**src/rtl/fb_frame_ctrl.sv**
```systemverilog
// Framebuffer write controller for a Gameboy PPU pixel stream. Pixels are written
// into the bank that is not on display; the banks swap on each completed frame or clear.
module fb_frame_ctrl (
  input  logic        clock,
  input  logic        reset,
  input  logic [1:0]  io_ppu_pixel,
  input  logic        io_ppu_valid,
  input  logic        io_ppu_hblank,
  input  logic        io_ppu_vblank,
  input  logic        io_ppu_lcdEnable,
  output logic        fb_write_en,
  output logic [16:0] fb_write_addr,
  output logic [1:0]  fb_write_data,
  output logic        display_bank,
  output logic        frame_done,
  output logic        clear_busy
);

  localparam logic [7:0] Width  = 8'd160;
  localparam logic [7:0] Height = 8'd144;
  localparam logic [7:0] LastX  = 8'd159;
  localparam logic [7:0] LastY  = 8'd143;

  typedef enum logic [1:0] {StIdle, StDraw, StClear} state_e;

  state_e      state_q, state_d;
  logic [7:0]  x_q, x_d;
  logic [7:0]  y_q, y_d;
  logic        bank_q, bank_d;
  logic        we_q, we_d;
  logic [16:0] addr_q, addr_d;
  logic [1:0]  data_q, data_d;
  logic        done_q, done_d;
  logic        prev_hblank_q, prev_vblank_q, prev_lcd_q;

  logic hb_rise, vb_rise, vb_fall, lcd_fall, pix_ok, clear_last;

  assign hb_rise    = io_ppu_hblank & ~prev_hblank_q;
  assign vb_rise    = io_ppu_vblank & ~prev_vblank_q;
  assign vb_fall    = ~io_ppu_vblank & prev_vblank_q;
  assign lcd_fall   = ~io_ppu_lcdEnable & prev_lcd_q;
  assign pix_ok     = io_ppu_valid && (x_q < Width) && (y_q < Height);
  assign clear_last = (x_q == LastX) && (y_q == LastY);

  always_ff @(posedge clock or posedge reset) begin
    if (reset) begin
      state_q       <= StIdle;
      x_q           <= 8'd0;
      y_q           <= 8'd0;
      bank_q        <= 1'b1;
      we_q          <= 1'b0;
      addr_q        <= 17'd0;
      data_q        <= 2'd0;
      done_q        <= 1'b0;
      prev_hblank_q <= 1'b0;
      prev_vblank_q <= 1'b0;
      prev_lcd_q    <= 1'b0;
    end else begin
      state_q       <= state_d;
      x_q           <= x_d;
      y_q           <= y_d;
      bank_q        <= bank_d;
      we_q          <= we_d;
      addr_q        <= addr_d;
      data_q        <= data_d;
      done_q        <= done_d;
      prev_hblank_q <= io_ppu_hblank;
      prev_vblank_q <= io_ppu_vblank;
      prev_lcd_q    <= io_ppu_lcdEnable;
    end
  end

  always_comb begin
    state_d = state_q;
    unique case (state_q)
      StIdle: begin
        if (lcd_fall) begin
          state_d = StClear;
        end else if (vb_fall && io_ppu_lcdEnable) begin
          state_d = StDraw;
        end
      end
      StDraw: begin
        if (lcd_fall) begin
          state_d = StClear;
        end else if (vb_rise) begin
          state_d = StIdle;
        end
      end
      StClear: begin
        if (clear_last) begin
          state_d = StIdle;
        end
      end
      default: state_d = StIdle;
    endcase
  end

  // Write strobe/address/data are registered, so every write lands one cycle after its event
  // and always uses the bank that was hidden when the event occurred.
  always_comb begin
    x_d    = x_q;
    y_d    = y_q;
    bank_d = bank_q;
    we_d   = 1'b0;
    addr_d = addr_q;
    data_d = data_q;
    done_d = 1'b0;
    unique case (state_q)
      StIdle: begin
        if (lcd_fall || (vb_fall && io_ppu_lcdEnable)) begin
          x_d = 8'd0;
          y_d = 8'd0;
        end
      end
      StDraw: begin
        if (lcd_fall) begin
          x_d = 8'd0;
          y_d = 8'd0;
        end else begin
          if (pix_ok) begin
            we_d   = 1'b1;
            addr_d = {~bank_q, y_q, x_q};
            data_d = io_ppu_pixel;
            x_d    = x_q + 8'd1;
          end
          // Line advance overrides the pixel increment but the pixel above used the old x,y.
          if (hb_rise) begin
            x_d = 8'd0;
            y_d = (y_q < Height) ? y_q + 8'd1 : y_q;
          end
          if (vb_rise) begin
            bank_d = ~bank_q;
            done_d = 1'b1;
          end
        end
      end
      StClear: begin
        we_d   = 1'b1;
        addr_d = {~bank_q, y_q, x_q};
        data_d = 2'd0;
        if (x_q == LastX) begin
          x_d = 8'd0;
          if (y_q == LastY) begin
            y_d    = 8'd0;
            bank_d = ~bank_q;
            done_d = 1'b1;
          end else begin
            y_d = y_q + 8'd1;
          end
        end else begin
          x_d = x_q + 8'd1;
        end
      end
      default: ;
    endcase
  end

  always_comb begin
    fb_write_en   = we_q;
    fb_write_addr = addr_q;
    fb_write_data = data_q;
    display_bank  = bank_q;
    frame_done    = done_q;
    clear_busy    = (state_q == StClear);
  end

endmodule

```
**config.mk**
```make
export PLATFORM = sky130hd
export DESIGN_NAME = fb_frame_ctrl
export DESIGN_NICKNAME = d
export VERILOG_FILES = /design/src/rtl/fb_frame_ctrl.sv
export SDC_FILE = /design/constraint.sdc
export NUM_CORES = 1
export LEC_CHECK = 0
export BUFFER_PORTS_ARGS = -buffer_cell sky130_fd_sc_hd__clkbuf_2
export CAP_MARGIN = 5
export CORE_MARGIN = 4
export CORE_UTILIZATION = 60
export DETAILED_ROUTE_END_ITERATION = 8
export GPL_ROUTABILITY_DRIVEN = 0
export GPL_TIMING_DRIVEN = 0
export HOLD_SLACK_MARGIN = 0.03
export PLACE_DENSITY_LB_ADDON = 0.2
export SETUP_SLACK_MARGIN = 0.05
export SLEW_MARGIN = 25
export SYNTH_ARGS = -nofsm -noshare
export SYNTH_HDL_FRONTEND = slang
export SYNTH_SLANG_ARGS = --single-unit
```
**constraint.sdc**
```tcl
create_clock -name clock -period 3.7 [get_ports clock]
set_input_delay 1.11 -clock clock [delete_from_list [all_inputs] [get_ports clock]]
set_output_delay 1.11 -clock clock [all_outputs]
set_load 0.1 [all_outputs]
```
==> impl_metrics.py <==
metrics = {
    "status": {
        "outcome": "finished, final reports clean",
    },
    "yosys": {
        "yosys_warnings": 0,
        "synthTopCellsByArea": "dfrtp_1 (49%), mux2_2 (7.4%), nand2_1 (3.7%), ha_1 (3.5%), o21ai_0 (2.8%)",
        "synth_top_area_frac": 0.492,
        "yosysTopAreaCell": "dfrtp_1",
        "syn_inst": 193,
        "synthFlopType": "dfrtp_1",
        "avgSynthCellArea_sq_um": 11.1,
        "ys_async_sr_fraction": 1.00,
        "synthTopCellsByCount": "dfrtp_1 (42), nand2_1 (21), mux2_2 (14)",
        "netlist_area_sq_um": 2140,
        "ys_seq_elements": 43,
        "yosysSeqAreaShare": 0.504,
        "synth_cell_types": 51,
        "synth_most_common_cell": "dfrtp_1",
        "synthesis.nets": 207,
        "synth_edf_count": 0,
    },
    "place": {
        "dp.cells": 270,
        "port_buffers": 30,
        "placed_cell_area_sq_um": 2370,
        "hpwl_mm": 3.19,
    },
    "clocking": {
        "post-cts-setup-buffers": 0,
        "clk_latency_ns": 0.35,
        "post_cts_resized": 0,
        "cts_tree": "done",
        "cts_root_buf": "clkbuf_4",
        "clk_pin_slew_ns": 0.12,
        "cts_buffer_depth": 2,
        "hold_buffers": 0,
        "cts.sinks": 43,
        "h-tree-depth": 2,
        "numCtsBuffers": 5,
    },
    "finish": {
        "drive_gt1_frac": 0.323,
        "n_antenna_cell": 0,
        "seqCellArea_sq_um": 1080,
        "n_fill_cell": 233,
        "nets": 245,
        "multi_input_area_sq_um": 970,
        "final_area_sq_um": 2460,
        "area_delta_synth_final_pct": 15.1,
        "layout.cells.non_filler": 278,
    },
    "power_and_ir_drop": {
        "p_per_area_nw_per_um2": 736,
        "power_frac_clock": 0.169,
        "leakage_nw": 1.26,
        "pwr-share-seq": 0.322,
        "vdd_ir_drop_max_mv": 0.403,
        "power_switching_w": 0.000834,
        "p_sw_frac": 0.461,
        "p_int_w": 0.000974,
        "power_frac_comb": 0.508,
    },
    "timing": {
        "finalMaxSlewViolations": 0,
        "fin_crit_sh": 0.781,
        "hold_viol_final": 0,
        "period_needed_ns": 2.89,
        "fmax_mhz": 346,
        "relSlewSlack": 0.629,
        "whs_ns": 0.502,
        "tightest_slew_ns": 0.555,
        "tns_ns": 0,
        "rsz0062_at_grt": "no",
        "finClkSkew_ns": 0.00937,
        "setup_viol": 0,
    },
    "critical_path": {
        "rrSetupSlack_ns": 1.58,
        "worstPathRequired_ns": 2.59,
        "cp.arrival_ns": 1.78,
        "critPathLaunch": "state_q[0]",
        "crit_end": "clear_busy",
        "crit_fanout": 9,
        "rr_worst_depth": 6,
        "reg2reg_to": "x_q[3]",
        "r2r-start": "state_q[0]",
        "cp-end-kind": "output port",
        "critPathKind": "reg2out",
        "start_kind": "register",
    },
    "floorplan": {
        "die-area_sq_um": 4580,
        "start_util": 0.630,
        "coreArea_sq_um": 3390,
        "rows": 21,
        "ios": 31,
        "die-width_microns": 67.7,
        "die_y_microns": 67.7,
    },
    "detailed_routing": {
        "via_per_inst": 5.72,
        "dr.pass1.iters": 4,
        "drt_iter0_drc": 102,
        "wl_per_cell_microns": 15.2,
        "drc": 0,
        "finalWirelength_mm": 4.22,
        "ant_nets": 0,
        "vias": 1590,
    },
    "grt": {
        "grt_pass1_wl_mm": 7.26,
        "antenna_found_initial": 0,
        "grt_max_degree": 23,
        "overflow": 0,
        "track_usage": 0.214,
        "grt_pass1_vias": 1571,
    },
    "job": {
        "maxCapViolCount": 0,
    },
    "hold_path": {
        "hold_path.class": "reg2reg",
    },
}
## power by group through the flow
stage                     logic (W)  clock network [W]  registers, W
final                      0.000919           0.000306      0.000583
after global routing       0.000988           0.000333      0.000592
after CTS                  0.000921           0.000310      0.000583
after detailed placement   0.000920                  0      0.000593
after global placement     0.000879                  0      0.000584
after floorplan            0.000472                  0      0.000869
## per-stage QoR
stage / util / worst slack, ns / power, W
2_1_floorplan: - / 1.20 / 0.00134
3_3_place_gp: 0.691 / 1.04 / 0.00146
3_5_place_dp: 0.700 / 1.03 / 0.00151
4_1_cts: 0.725 / 0.801 / 0.00181
5_1_grt: 0.725 / 0.724 / 0.00191
6_report: 0.725 / 0.809 / 0.00181
## how the worst min path moves through the flow
| stage | depth (start not counted) | startpoint | to |
|---|---|---|---|
| after floorplan | 2 | y_q[1] | y_q[1] |
| after global placement | 2 | fb_write_addr[5] | fb_write_addr[5] |
| after detailed placement | 2 | fb_write_addr[5] | fb_write_addr[5] |
| after CTS | 2 | fb_write_addr[5] | fb_write_addr[5] |
| after global routing | 2 | fb_write_addr[5] | fb_write_addr[5] |
| final | 2 | fb_write_addr[5] | fb_write_addr[5] |
## state kept, by name, indices dropped and copies added, names as in the netlist
name and count:
prev_lcd_q 1, fb_write_addr 17, frame_done 1, display_bank 1, state_q 2, fb_write_data 2
x_q 8, prev_hblank_q 1, prev_vblank_q 1, y_q 8, fb_write_en 1
## cell families (layout without fill, tap and decap cells)
family,Yosys count,after routing,share of synthesized area
compound gates,48,48,0.171
xor+xnor,1,1,0.00410
fa+ha+maj,6,6,0.0351
buf+inv,16,55,0.0416
flops,43,43,0.504
mux,17,17,0.0885
simple gates,62,62,0.155
## metal layers
metal,global-route usage,routed length [microns],vias up
met4,0.0557,48,0
met5,0,0,-
met1,0.255,1790,780
met3,0.0566,203,6
li1,-,-,769
met2,0.379,2170,35
## cell usage in the layout (no fill, tap or decap), types with 3 or more instances in the layout
cell and instances:
o21bai_1 3, nand2_1 21, nor2_1 7, or2_2 3
a21oi_1 4, a22o_1 6, dfrtp_1 42, nand3_1 10
buf_6 3, clkbuf_2 30, clkbuf_4 5, mux2_2 14
nand2b_1 3, o21ai_0 12, a21o_1 5, ha_1 6
inv_1 8
## critical path: stages (launching register included)
cell and delay [ns]:
dfrtp_1 0.43, inv_1 0.12, ha_1 0.37, clkbuf_2 0.52
## final cells by class
cell class | count | share of cell area
Inverter | 9 | 0.0137
Clock buffer | 6 | 0.0209
Sequential cell | 43 | 0.438
Tap cell | 46 | 0.0234
Clock inverter | 2 | 0.0143
Timing Repair Buffer | 31 | 0.0723
Buffer | 7 | 0.0224
Multi-Input combinational cell | 134 | 0.395
(Power assumes the default switching activity.)
